[src/rtl/jh_fifo_pkg.sv]
// Shared defaults and helpers for the multi-channel register FIFO.
package jh_fifo_pkg;

    localparam int DEF_DATA_WIDTH = 8;
    localparam int DEF_FIFO_DEPTH = 4;
    localparam int DEF_NUM_CH     = 4;

    // Occupancy counter width: must represent 0..depth inclusive.
    function automatic int cnt_width(input int depth);
        return $clog2(depth) + 1;
    endfunction

endpackage

[src/rtl/jh_reg_fifo_lane.sv]
// Single-channel register FIFO: push/pop/clear with occupancy, full/empty and head.
module jh_reg_fifo_lane
    import jh_fifo_pkg::*;
#(
    parameter int  DATA_WIDTH = DEF_DATA_WIDTH,
    parameter int  FIFO_DEPTH = DEF_FIFO_DEPTH,
    localparam int PW         = $clog2(FIFO_DEPTH),
    localparam int CW         = cnt_width(FIFO_DEPTH)
) (
    input  logic                  clk,
    input  logic                  rstn,
    input  logic                  clear,
    input  logic                  push,
    input  logic [DATA_WIDTH-1:0] push_data,
    input  logic                  pop,
    output logic [DATA_WIDTH-1:0] head,
    output logic [CW-1:0]         count,
    output logic                  full,
    output logic                  empty
);

    logic [DATA_WIDTH-1:0] mem_q [FIFO_DEPTH];
    logic [PW-1:0]         wr_ptr_q, wr_ptr_d;
    logic [PW-1:0]         rd_ptr_q, rd_ptr_d;
    logic [CW-1:0]         count_q, count_d;
    logic                  push_ok, pop_ok;

    assign full    = (count_q == CW'(FIFO_DEPTH));
    assign empty   = (count_q == '0);
    assign count   = count_q;
    assign head    = mem_q[rd_ptr_q];
    // Clear wins over both push and pop; a full lane ignores pushes.
    assign push_ok = push && !full && !clear;
    assign pop_ok  = pop && !empty && !clear;

    // Next pointers and occupancy; pointers wrap naturally at FIFO_DEPTH.
    always_comb begin
        wr_ptr_d = wr_ptr_q;
        rd_ptr_d = rd_ptr_q;
        count_d  = count_q;
        if (clear) begin
            wr_ptr_d = '0;
            rd_ptr_d = '0;
            count_d  = '0;
        end else begin
            if (push_ok) wr_ptr_d = wr_ptr_q + 1'b1;
            if (pop_ok)  rd_ptr_d = rd_ptr_q + 1'b1;
            case ({push_ok, pop_ok})
                2'b10:   count_d = count_q + 1'b1;
                2'b01:   count_d = count_q - 1'b1;
                default: count_d = count_q;
            endcase
        end
    end

    // Pointer and occupancy registers, cleared asynchronously by reset.
    always_ff @(posedge clk or negedge rstn) begin
        if (!rstn) begin
            wr_ptr_q <= '0;
            rd_ptr_q <= '0;
            count_q  <= '0;
        end else begin
            wr_ptr_q <= wr_ptr_d;
            rd_ptr_q <= rd_ptr_d;
            count_q  <= count_d;
        end
    end

    // Payload storage; contents are meaningless once occupancy is zero, so no reset.
    always_ff @(posedge clk) begin
        if (push_ok) mem_q[wr_ptr_q] <= push_data;
    end

endmodule

[src/rtl/jh_mc_reg_fifo.sv]
// Multi-channel register FIFO with a round-robin read arbiter that locks its
// grant while a presented entry waits for out_ready.
module jh_mc_reg_fifo
    import jh_fifo_pkg::*;
#(
    parameter int  DATA_WIDTH = DEF_DATA_WIDTH,
    parameter int  FIFO_DEPTH = DEF_FIFO_DEPTH,
    parameter int  NUM_CH     = DEF_NUM_CH,
    parameter int  AF_LEVEL   = FIFO_DEPTH - 1,
    localparam int CHW        = $clog2(NUM_CH),
    localparam int CW         = cnt_width(FIFO_DEPTH)
) (
    input  logic                   clk,
    input  logic                   rstn,
    input  logic [DATA_WIDTH-1:0]  in_data,
    input  logic [CHW-1:0]         in_ch,
    input  logic                   in_valid,
    output logic                   in_ready,
    output logic [DATA_WIDTH-1:0]  out_data,
    output logic [CHW-1:0]         out_ch,
    output logic                   out_valid,
    input  logic                   out_ready,
    input  logic                   clear,
    output logic [NUM_CH*CW-1:0]   count,
    output logic [NUM_CH-1:0]      almost_full
);

    logic [NUM_CH-1:0]     push_w, pop_w, full_w, empty_w;
    logic [DATA_WIDTH-1:0] head_w  [NUM_CH];
    logic [CW-1:0]         count_w [NUM_CH];

    logic [CHW-1:0] rr_ptr_q, rr_ptr_d;
    logic [CHW-1:0] grant_q, grant_d;
    logic           lock_q, lock_d;
    logic [CHW-1:0] scan_g, grant;
    logic           scan_found;

    for (genvar c = 0; c < NUM_CH; c++) begin : g_lane
        assign push_w[c] = in_valid && in_ready && (in_ch == CHW'(c));
        assign pop_w[c]  = out_valid && out_ready && (grant == CHW'(c));

        jh_reg_fifo_lane #(
            .DATA_WIDTH(DATA_WIDTH),
            .FIFO_DEPTH(FIFO_DEPTH)
        ) u_lane (
            .clk      (clk),
            .rstn     (rstn),
            .clear    (clear),
            .push     (push_w[c]),
            .push_data(in_data),
            .pop      (pop_w[c]),
            .head     (head_w[c]),
            .count    (count_w[c]),
            .full     (full_w[c]),
            .empty    (empty_w[c])
        );

        assign count[c*CW +: CW] = count_w[c];
        assign almost_full[c]    = (count_w[c] >= CW'(AF_LEVEL));
    end

    assign in_ready  = !full_w[in_ch];
    assign grant     = lock_q ? grant_q : scan_g;
    assign out_valid = lock_q || scan_found;
    assign out_ch    = grant;
    assign out_data  = head_w[grant];

    // Round-robin scan: first non-empty channel at or after rr_ptr, wrapping.
    always_comb begin
        int cand;
        cand       = 0;
        scan_found = 1'b0;
        scan_g     = '0;
        for (int i = 0; i < NUM_CH; i++) begin
            cand = int'(rr_ptr_q) + i;
            if (cand >= NUM_CH) cand = cand - NUM_CH;
            if (!scan_found && !empty_w[CHW'(cand)]) begin
                scan_found = 1'b1;
                scan_g     = CHW'(cand);
            end
        end
    end

    // Arbiter next state: advance past the read channel, hold grant while stalled.
    always_comb begin
        rr_ptr_d = rr_ptr_q;
        grant_d  = grant_q;
        lock_d   = lock_q;
        if (clear) begin
            rr_ptr_d = '0;
            grant_d  = '0;
            lock_d   = 1'b0;
        end else if (out_valid && out_ready) begin
            lock_d   = 1'b0;
            rr_ptr_d = (grant == CHW'(NUM_CH - 1)) ? '0 : grant + 1'b1;
        end else if (out_valid) begin
            lock_d  = 1'b1;
            grant_d = grant;
        end
    end

    // Arbiter registers, cleared asynchronously by reset.
    always_ff @(posedge clk or negedge rstn) begin
        if (!rstn) begin
            rr_ptr_q <= '0;
            grant_q  <= '0;
            lock_q   <= 1'b0;
        end else begin
            rr_ptr_q <= rr_ptr_d;
            grant_q  <= grant_d;
            lock_q   <= lock_d;
        end
    end

endmodule

[config.mk]
export PLATFORM = sky130hd
export DESIGN_NAME = jh_mc_reg_fifo
export DESIGN_NICKNAME = d
export VERILOG_FILES = /design/src/rtl/jh_fifo_pkg.sv /design/src/rtl/jh_reg_fifo_lane.sv /design/src/rtl/jh_mc_reg_fifo.sv
export SDC_FILE = /design/constraint.sdc
export NUM_CORES = 1
export LEC_CHECK = 0
export ABC_AREA = 1
export BUFFER_PORTS_ARGS = -buffer_cell sky130_fd_sc_hd__buf_2
export CAP_MARGIN = 25
export CORE_UTILIZATION = 64
export CTS_CLUSTER_DIAMETER = 50
export DETAILED_ROUTE_END_ITERATION = 8
export GPL_ROUTABILITY_DRIVEN = 0
export PLACE_DENSITY = 0.83
export SKIP_CTS_REPAIR_TIMING = 1
export SLEW_MARGIN = 15
export SYNTH_ARGS = -nofsm -noshare
export SYNTH_HDL_FRONTEND = slang
export SYNTH_SLANG_ARGS = --single-unit
[constraint.sdc]
create_clock -name clk -period 6.1 [get_ports clk]
set_clock_uncertainty 0.15 [all_clocks]
set_input_delay 0.61 -clock clk [delete_from_list [all_inputs] [get_ports clk]]
set_output_delay 0.61 -clock clk [all_outputs]
set_load 0.02 [all_outputs]
* Yosys cells after proc, flatten, opt, wreduce, memory -nomap -nowiden *
Memory sizes are Yosys's and may differ from the RTL's.
Index checks and enable logic that the tools add are counted.
W data, S select, Z words.

word-level totals
  output and inout port bits = 28
  input port bits = 15
  bits in writable memories = 128
  latch bits = 0
  register bits after elaboration = 33
  ROM bits = 0
  memories kept = 4
  word-level logic and storage cells = 215

cells by class
  reductions and logical operators = 67
  $add $sub $neg = 24
  $mul = 0
  shifts and indexed selects = 0
  bitwise logic cells = 1
  order comparisons = 14
  eq/ne operators = 19
  divide/modulo/power cells = 0
  mux-type cells = 71

memories
  memory                  depth  bits a word  read ports  clocked after Yosys merged registers in  wr ports  line                    RTL
  g_lane[0].u_lane.mem_q  4      8            1           0                                        1         jh_reg_fifo_lane.sv:22  logic [DATA_WIDTH-1:0] mem_q [FIFO_DEPTH];
  g_lane[1].u_lane.mem_q  4      8            1           0                                        1         jh_reg_fifo_lane.sv:22
  g_lane[2].u_lane.mem_q  4      8            1           0                                        1         jh_reg_fifo_lane.sv:22
  g_lane[3].u_lane.mem_q  4      8            1           0                                        1         jh_reg_fifo_lane.sv:22

operators by type and width
  kind                   number
  $mux W2                31
  $logic_and A1 B1 Y1    29
  $mux W1                24
  $pmux W3 S2            4
  $reduce_bool A2 Y1     10
  $add A2 B1 Y2 const B  9
  $bmux W8 S2            1
  $eq A2 B2 Y1 const B   8
  $lt A2 B4 Y1 const B   4
  $mux W8                2
  $logic_not A1 Y1       15
  $reduce_bool A3 Y1     5
  $add A3 B1 Y3 const B  4
  $eq A2 B1 Y1 const B   6
  $eq A3 B3 Y1 const B   4
  $ge A3 B2 Y1 const B   4
  $ge A3 B3 Y1 const B   4
  $logic_not A3 Y1       4
  $mux W3                4
  $sub A3 B1 Y3 const B  4
  $bmux W1 S2            5
  $sub A2 B1 Y2 const B  4
  $add A2 B2 Y3 const B  2
  $logic_not A2 Y1       2
  other kinds (7)        7

* Depth between registers and ports, before layout *
Gate-level depths: netlist of the first run.

  depth in word-level cells = 23
  depth in mapped cells = 23
  mapped depth without buffers = 22

* By module *
Synthesis of the first run repeated with hierarchy kept, for this count alone.

unflattened totals
  cells, all modules = 783
  area total of the unflattened synthesis = 7855.0 sq um

by module, submodules not included
  module                                    area each (sq um)  sequential area each (sq um)  cells each  times used
  jh_reg_fifo_lane at g_lane[1].u_lane ...  1670.4             1136.1                        143         3
  jh_reg_fifo_lane at g_lane[0].u_lane      1695.4             1136.1                        142         1
  jh_mc_reg_fifo                            1148.6             125.1                         212         1

* Worst setup path before layout of the first run *
Ideal clock, no wire load.

  path kind = reg2reg
  from = register g_lane[3].u_lane.count_q[0]
  to = register g_lane[2].u_lane.count_q[2]
  buffers on the path = 1
  period minus slack after synthesis = 3.047 ns
  setup slack = 3.053 ns
  data arrival time = 2.770 ns
  stages on the path, launching flop included = 19
  required time = 5.823 ns
  library setup time = 0.127 ns
  cell sequence = dfrtp_1 nor2_1 nand3_1 nand2_1 nand2_1 inv_1 nand2_1 nand2_1 nand3_1 nand3_2 nand2_4 buf_4 ha_1 o211ai_2 nor2_1 fa_1 xnor2_1 xor2_1 o22ai_1

on the way
  longest elaborated chain between the ends = 21
  elaborated cells between the ends (all ways) = 49
  classes of those cells = eq/ne (4); mux (25); reduce/logical (20)

ends and longest elaborated chain
  what                                                 line                                        RTL
  from (decl)                                          jh_reg_fifo_lane.sv:25                      logic [CW-1:0] count_q, count_d;
  from (signal assigned)                               jh_reg_fifo_lane.sv:65                      count_q <= count_d;
  $logic_not A3 Y1                                     jh_reg_fifo_lane.sv:29                      assign empty = (count_q == '0);
  $bmux W1 S2                                          jh_mc_reg_fifo.sv:77                        if (!scan_found && !empty_w[CHW'(cand)]) begin
  $mux W1 (implied by the code) (2 in series)          jh_mc_reg_fifo.sv:77
  $logic_not A1 Y1                                     jh_mc_reg_fifo.sv:77
  $logic_and A1 B1 Y1                                  jh_mc_reg_fifo.sv:77
  $mux W1                                              jh_mc_reg_fifo.sv:77
  $logic_not A1 Y1                                     jh_mc_reg_fifo.sv:77
  $logic_and A1 B1 Y1                                  jh_mc_reg_fifo.sv:77
  [... 3 more ...]                                     -
  $mux W2 or $mux W1 (tied branches)                   jh_mc_reg_fifo.sv:77
  $mux W2 or $logic_or A1 B1 Y1 (tied branches)        jh_mc_reg_fifo.sv:63, jh_mc_reg_fifo.sv:64
  $eq A2 B2 Y1 or $logic_and A1 B1 Y1 (tied branches)  jh_mc_reg_fifo.sv:40                        assign pop_w[c] = out_valid && out_ready && (grant == CHW'(c));
  $logic_and A1 B1 Y1                                  jh_mc_reg_fifo.sv:40
  $logic_and A1 B1 Y1 (2 in series)                    jh_reg_fifo_lane.sv:34                      assign pop_ok = pop && !empty && !clear;
  $eq A2 B1 Y1 or $eq A2 B2 Y1 (tied branches)         jh_reg_fifo_lane.sv:48                      case ({push_ok, pop_ok})
  $pmux W3 S2                                          jh_reg_fifo_lane.sv:48
  $mux W3                                              jh_reg_fifo_lane.sv:41                      if (clear) begin
  to (signal assigned)                                 jh_reg_fifo_lane.sv:65
  to (decl)                                            jh_reg_fifo_lane.sv:25

Parallel ways exist; a longest one is shown, timed or not. The select of a mux whose other input is x is not followed.
A chain may end at the register's enable or synchronous reset.

* Final worst setup path of the first run *
  from = register g_lane[0].u_lane.count_q[0]
  to = output port out_data[0]

on the way
  longest elaborated chain between the ends = 18
  elaborated cells between the ends (all ways) = 33
  classes of those cells = mux (23); bitwise (1); reduce/logical (9)

ends and longest elaborated chain
  what                                           line                    RTL
  from (decl)                                    jh_reg_fifo_lane.sv:25
  from (signal assigned)                         jh_reg_fifo_lane.sv:65
  $logic_not A3 Y1 *                             jh_reg_fifo_lane.sv:29
  $bmux W1 S2                                    jh_mc_reg_fifo.sv:77
  $mux W1 (implied by the code) (2 in series)    jh_mc_reg_fifo.sv:77
  $logic_not A1 Y1                               jh_mc_reg_fifo.sv:77
  $logic_and A1 B1 Y1                            jh_mc_reg_fifo.sv:77
  $mux W1                                        jh_mc_reg_fifo.sv:77
  $logic_not A1 Y1                               jh_mc_reg_fifo.sv:77
  $logic_and A1 B1 Y1                            jh_mc_reg_fifo.sv:77
  $mux W1                                        jh_mc_reg_fifo.sv:77
  $logic_not A1 Y1                               jh_mc_reg_fifo.sv:77
  $logic_and A1 B1 Y1                            jh_mc_reg_fifo.sv:77
  $mux W2 *                                      jh_mc_reg_fifo.sv:77
  $mux W2 *                                      jh_mc_reg_fifo.sv:63    assign grant = lock_q ? grant_q : scan_g;
  $not A2 Y3 (implied by the code) *             jh_mc_reg_fifo.sv:66    assign out_data = head_w[grant];
  $bmux W8 S2 *                                  jh_mc_reg_fifo.sv:66
  $mux W8 (implied by the code) * (2 in series)  jh_mc_reg_fifo.sv:66
  to (decl)                                      jh_mc_reg_fifo.sv:19    output logic [DATA_WIDTH-1:0] out_data,

Every way passes the cells marked *; elsewhere a longest branch is shown, timed or not. The select of a mux whose other input is x is not followed.

==> results of run 1 <==
-- cell usage in the layout (no fill, tap or decap), types with 5 or more instances in the layout --
cell	instances
inv_2	8
dfrtp_1	33
nand4_1	7
nand3_2	5
nand3_1	52
nand2_1	99
o21ai_0	79
ha_1	17
clkbuf_16	17
nand2_2	8
buf_2	42
nand2_4	5
edfxtp_1	128
a21oi_1	8
o221ai_1	15
o22ai_1	17
inv_1	66
inv_6	5
nor2_1	91
nor2_2	5
-- critical path, stage by stage, from the launching register on --
cell      delay, ns
dfrtp_1        0.47
nor2_2         0.18
nand3_1        0.14
nand2_1        0.13
nand2_1        0.05
nand2_1        0.12
nand3_1        0.10
nand3_1        0.10
nand3_2        0.13
nand2_4        0.24
inv_2          0.17
nor2_1         0.13
nor2_1         0.05
o21ai_1        0.17
o221ai_1       0.21
buf_2          0.20
-- report_power, final --
part	leakage (µW)	switching, µW	internal (µW)
Sequential	0.00160	127	1250
Clock	0.000280	441	606
Combinational	0.00147	1180	482
Total	0.00335	1750	2340
-- flip-flops by register name (all words and copies together), names as in the netlist --
name,flops
g_lane.u_lane.count,12
g_lane.u_lane.wr_ptr_q,8
g_lane.u_lane.mem_q,128
grant_q,2
g_lane.u_lane.rd_ptr_q,8
rr_ptr_q,2
lock_q,1
-- logic make-up after synthesis --
group / Yosys count / share of synthesized area (%)
buf+inv: 97 / 5.28
simple gates: 279 / 16.9
fa+ha+maj: 21 / 3.93
xor+xnor: 6 / 0.706
compound gates: 132 / 10.5
flops: 161 / 62.8
-- final timing paths --
check                                                to                      start
max                                         out_data[0]  g_lane[0].u_lane.count[0]
min                           g_lane[0].u_lane.count[2]                       rstn
max reg2reg                   g_lane[2].u_lane.count[2]  g_lane[2].u_lane.count[1]
min reg2reg                                  grant_q[0]                 grant_q[0]
max in group asynchronous  g_lane[3].u_lane.wr_ptr_q[1]                       rstn
min in group clk                                 lock_q                      clear
-- routing by layer --
metal  GRT usage [%]  vias to the layer above
met5               0                        -
met4            17.2                        0
met3            6.94                       81
met2            52.3                      347
met1            40.3                     2670
li1                -                     2506
-- per-stage QoR --
step | hold WS, ns | util, % | worst slack, ns
2_1_floorplan | 0.164 | - | 3.05
3_3_place_gp | 0.352 | 68.1 | 2.83
3_5_place_dp | 0.354 | 68.1 | 2.80
4_1_cts | 0.147 | 73.2 | 2.41
5_1_grt | 0.173 | 73.2 | 2.16
6_report | 0.124 | 73.2 | 2.34
-- cell type report --
cell class,instances,area [µm²]
flip-flops and latches,161,4670
clock inverters,15,159
well taps,143,179
multi-input cells,438,2380
fillers,723,3040
repair buffers,42,210
inverters,78,304
clock buffers,17,425
==> results.cfg, run 1 <==
[run_status]
status = completed

[finish]
syn2layout_area_growth_pct = 11.9
fin_area_um2 = 8330
drive_gt1_share_pct = 15.4
final_cells = 894
insertedDiodeCount = 0
final_nets = 774

[logic_synthesis]
synth_area_leaders = edfxtp_1 (52%), dfrtp_1 (11%), o21ai_0 (5.3%), nand2_1 (5.0%), nor2_1 (4.6%)
yosysMostFrequentCell = edfxtp_1
synthFlopType = edfxtp_1
ys_ff_latch = 161
yosysWarnings = 0
ys_async_sr_fraction_pct = 20.5
yosysTopAreaCellShare_pct = 51.7
synthDistinctLibCells = 40
netlist_top_cells_count = edfxtp_1 (128), nand2_1 (99), nor2_1 (91)
avgSynthCellArea_um2 = 10.7
synth_nets = 732
syn_area_um2 = 7440
synth.largest_area_cell = edfxtp_1
synth_edf_count = 128
syn_inst = 696
synth-seq-area-share_pct = 62.8

[placement]
placed_area_um2 = 7740
dp_cells = 862
port_buffers = 42
dp_hpwl_mm = 11.6

[timing]
rsz0062_at_grt = no
hold_viol_final = 0
max_freq_mhz = 266
finalCritPeriodShare_pct = 61.6
worstMarginPinSlew_ns = 0.944
setup_viol = 0
final.min_clock_period_ns = 3.76
tns_ns = 0
drv_slew = 0
relSlewSlack_pct = 37.0

[cts]
htree_levels = 4
clkTransAtPathRegs_ns = 0.06
cts.sinks = 161
clock-root-buffer = clkbuf_16
clockBufferDepth = 2
insertion_delay_ns = 0.42
cts_tree = built
numCtsBuffers = 17

[routing]
wirelength_mm = 18.0
wl_met1_mm = 6.89
detail_route.wl_per_cell_um = 20.1
vias = 5604
wl_met2_mm = 8.67
ant_nets = 0
routed_via_density = 6.27
dr.pass1.iters = 6
highest_layer = met4
drc = 0
wl_met3_mm = 1.59
drt_iter0_markers = 649

[power_and_ir_drop]
leakage_uw = 0.00335
p_per_area_nw_per_um2 = 491
power_uw = 4090
max-vdd-ir-drop_v = 0.000448

[critical_path]
r2r_slack_ns = 2.83
crit_fanout = 14
worstPathRequired_ns = 5.34
critPathKind = register to primary output
rr_worst_depth = 17
critPathLaunchType = register
cp-end-kind = primary output
arrival_ns = 3.00

[grt]
grt_max_degree = 34
grt_use_total_pct = 32.1
antenna_found_initial = 0
grt_pass1_vias = 5492
grt_pass1_wl_mm = 27.7
grt_overflow = 0

[floorplanning]
ios = 43
dieArea_um2 = 12100
initial_core_util_pct = 65.4
rows = 39
die_h_um = 110
die_w_um = 110
core-area_um2 = 11400

[flow_run]
drv_cap = 0

[hold_path]
hold_path_class = input port to async pin
Power figures use the tool's default switching activity.
==> inputs of run 2 (changes only) <==
--- a/config.mk
+++ b/config.mk
@@ -8,11 +8,11 @@
 export ABC_AREA = 1
 export BUFFER_PORTS_ARGS = -buffer_cell sky130_fd_sc_hd__buf_2
 export CAP_MARGIN = 25
-export CORE_UTILIZATION = 64
+export CORE_UTILIZATION = 55
 export CTS_CLUSTER_DIAMETER = 50
 export DETAILED_ROUTE_END_ITERATION = 8
 export GPL_ROUTABILITY_DRIVEN = 0
-export PLACE_DENSITY = 0.83
+export PLACE_DENSITY = 0.76
 export SKIP_CTS_REPAIR_TIMING = 1
 export SLEW_MARGIN = 15
 export SYNTH_ARGS = -nofsm -noshare
==> constraint.sdc (replaced) <==
create_clock -name clk -period 3.05 [get_ports clk]
set_clock_uncertainty 0.15 [all_clocks]
set_input_delay 0.305 -clock clk [delete_from_list [all_inputs] [get_ports clk]]
set_output_delay 0.305 -clock clk [all_outputs]
set_load 0.02 [all_outputs]
==> run 2 against run 1 <==
  * The run now ends with negative setup slack left
  * Utilization is 5.1 points lower
  * Power up 130%
  * Combinational power rose to 2.7 times the previous value
  * Critical path depth increased by 1
  * Clock power rose by 110%
  * Via count rose by 1.4%
  * Largest cell class unchanged
  * Sequential cell count unchanged
  * Sequential power increased by 93%
  * Setup slack got worse by 2.4 ns
==> results.cfg, run 2 (synthesized netlist as in run 1, its figures left out) <==
[cts]
cts.sinks = 161
cts_tree = built
clock-root-buffer = clkbuf_16
insertion_delay_ns = 0.42
numCtsBuffers = 17
clkTransAtPathRegs_ns = 0.06
clockBufferDepth = 2
htree_levels = 4

[routing]
dr.pass1.iters = 5
detail_route.wl_per_cell_um = 18.7
drc = 0
ant_nets = 0
routed_via_density = 5.85
vias = 5684
wirelength_mm = 18.2
drt_iter0_markers = 606

[timing]
rsz0062_at_grt = yes
worstMarginPinSlew_ns = 0.835
final.min_clock_period_ns = 3.07
max_freq_mhz = 326
tns_ns = -0.0781
hold_viol_final = 0
setup_viol = 6
drv_slew = 0
finalCritPeriodShare_pct = 101
relSlewSlack_pct = 44.3
worst_slack_ns = -0.0214

[run_status]
violations = negative setup slack
status = finished, violations left

[finish]
post-route-util_pct = 68.2
largest_reg_flops = 128
final_nets = 819
top_register = g_lane.u_lane.mem_q
fin_area_um2 = 9030
insertedDiodeCount = 0
final_cell_mix = edfxtp_1 (128), nor2_1 (87), nand2_1 (86)
drive_gt1_share_pct = 25.0
syn2layout_area_growth_pct = 21.3
final_common_cell = edfxtp_1

[critical_path]
startpoint = rr_ptr_q[0]
r2r_end = g_lane[2].u_lane.count[2]
arrival_ns = 2.62
r2r_start = rr_ptr_q[0]
worstPathRequired_ns = 2.59
cp-end-kind = primary output
r2r_slack_ns = -0.01
rr_worst_depth = 18
crit_fanout = 9
critPathLaunchType = register
critPathKind = register to primary output

[power_and_ir_drop]
p_per_area_nw_per_um2 = 1030
max-vdd-ir-drop_v = 0.000775
power_uw = 9280
leakage_uw = 0.00366

[placement]
dp_slack_ns = -0.0695
dp_hpwl_mm = 11.8
port_buffers = 42
placed_area_um2 = 8030

[floorplanning]
die_h_um = 118
initial_core_util_pct = 56.2
dieArea_um2 = 14000
rows = 42
ios = 43
die_w_um = 118
core-area_um2 = 13200

[grt]
grt_pass1_vias = 5456
grt_max_degree = 34
antenna_found_initial = 0
grt_use_total_pct = 26.9
grt_overflow = 0
grt_pass1_wl_mm = 28.2

[hold_path]
hold_path_class = input port to register
holdPathStages = 3
holdPathEnd = rr_ptr_q[1]
holdCritStartpoint = out_ready

[flow_run]
drv_cap = 0
run 2: through the flow:
step           hold WS [ns]  std cells
6_report             0.0762        972
5_1_grt              0.0671        972
3_5_place_dp          0.303        928
2_1_floorplan        -0.141        696
3_3_place_gp          0.293        928
4_1_cts              -0.146        960
run 2: layout make-up:
cell class | instances | area [µm²]
multi-input combinational | 438 | 2600
fill | 931 | 4220
inverter | 78 | 317
timing repair buffer | 87 | 602
clock inverter | 9 | 129
tap | 176 | 220
clock buffer | 23 | 488
sequential | 161 | 4670
run 2: worst max path at each step:
stage | end | depth (start not counted)
finish | out_data[7] | 16
global route | g_lane[2].u_lane.count[2] | 18
CTS | out_data[3] | 16
detailed placement | g_lane[2].u_lane.count[2] | 17
global placement | g_lane[2].u_lane.count[2] | 17
floorplan | g_lane[2].u_lane.count[2] | 18
run 2: layer usage:
layer	GRT usage, %	share of wire [%]
met3	4.58	7.2
met2	43.4	50
met4	11.1	1.9
met5	0	0
met1	36.3	41
run 2: power breakdown:
part	internal [µW]	switching (µW)	total, µW
combinational	1620	2810	4430
clock	1370	819	2190
sequential	2500	158	2660
run 2: critical path, stage by stage, from the launching register on:
cell and delay, ns:
dfrtp_2 0.49, inv_4 0.13, nand3_1 0.12, nand2_2 0.11, nand2_1 0.09, nand2_2 0.10, nand2_2 0.06, nand2_1 0.07
nand3_2 0.07, nand3_2 0.09, nand2_4 0.09, buf_12 0.15, inv_8 0.09, o221ai_1 0.13, nand3_1 0.14, nand3_1 0.08
buf_2 0.16
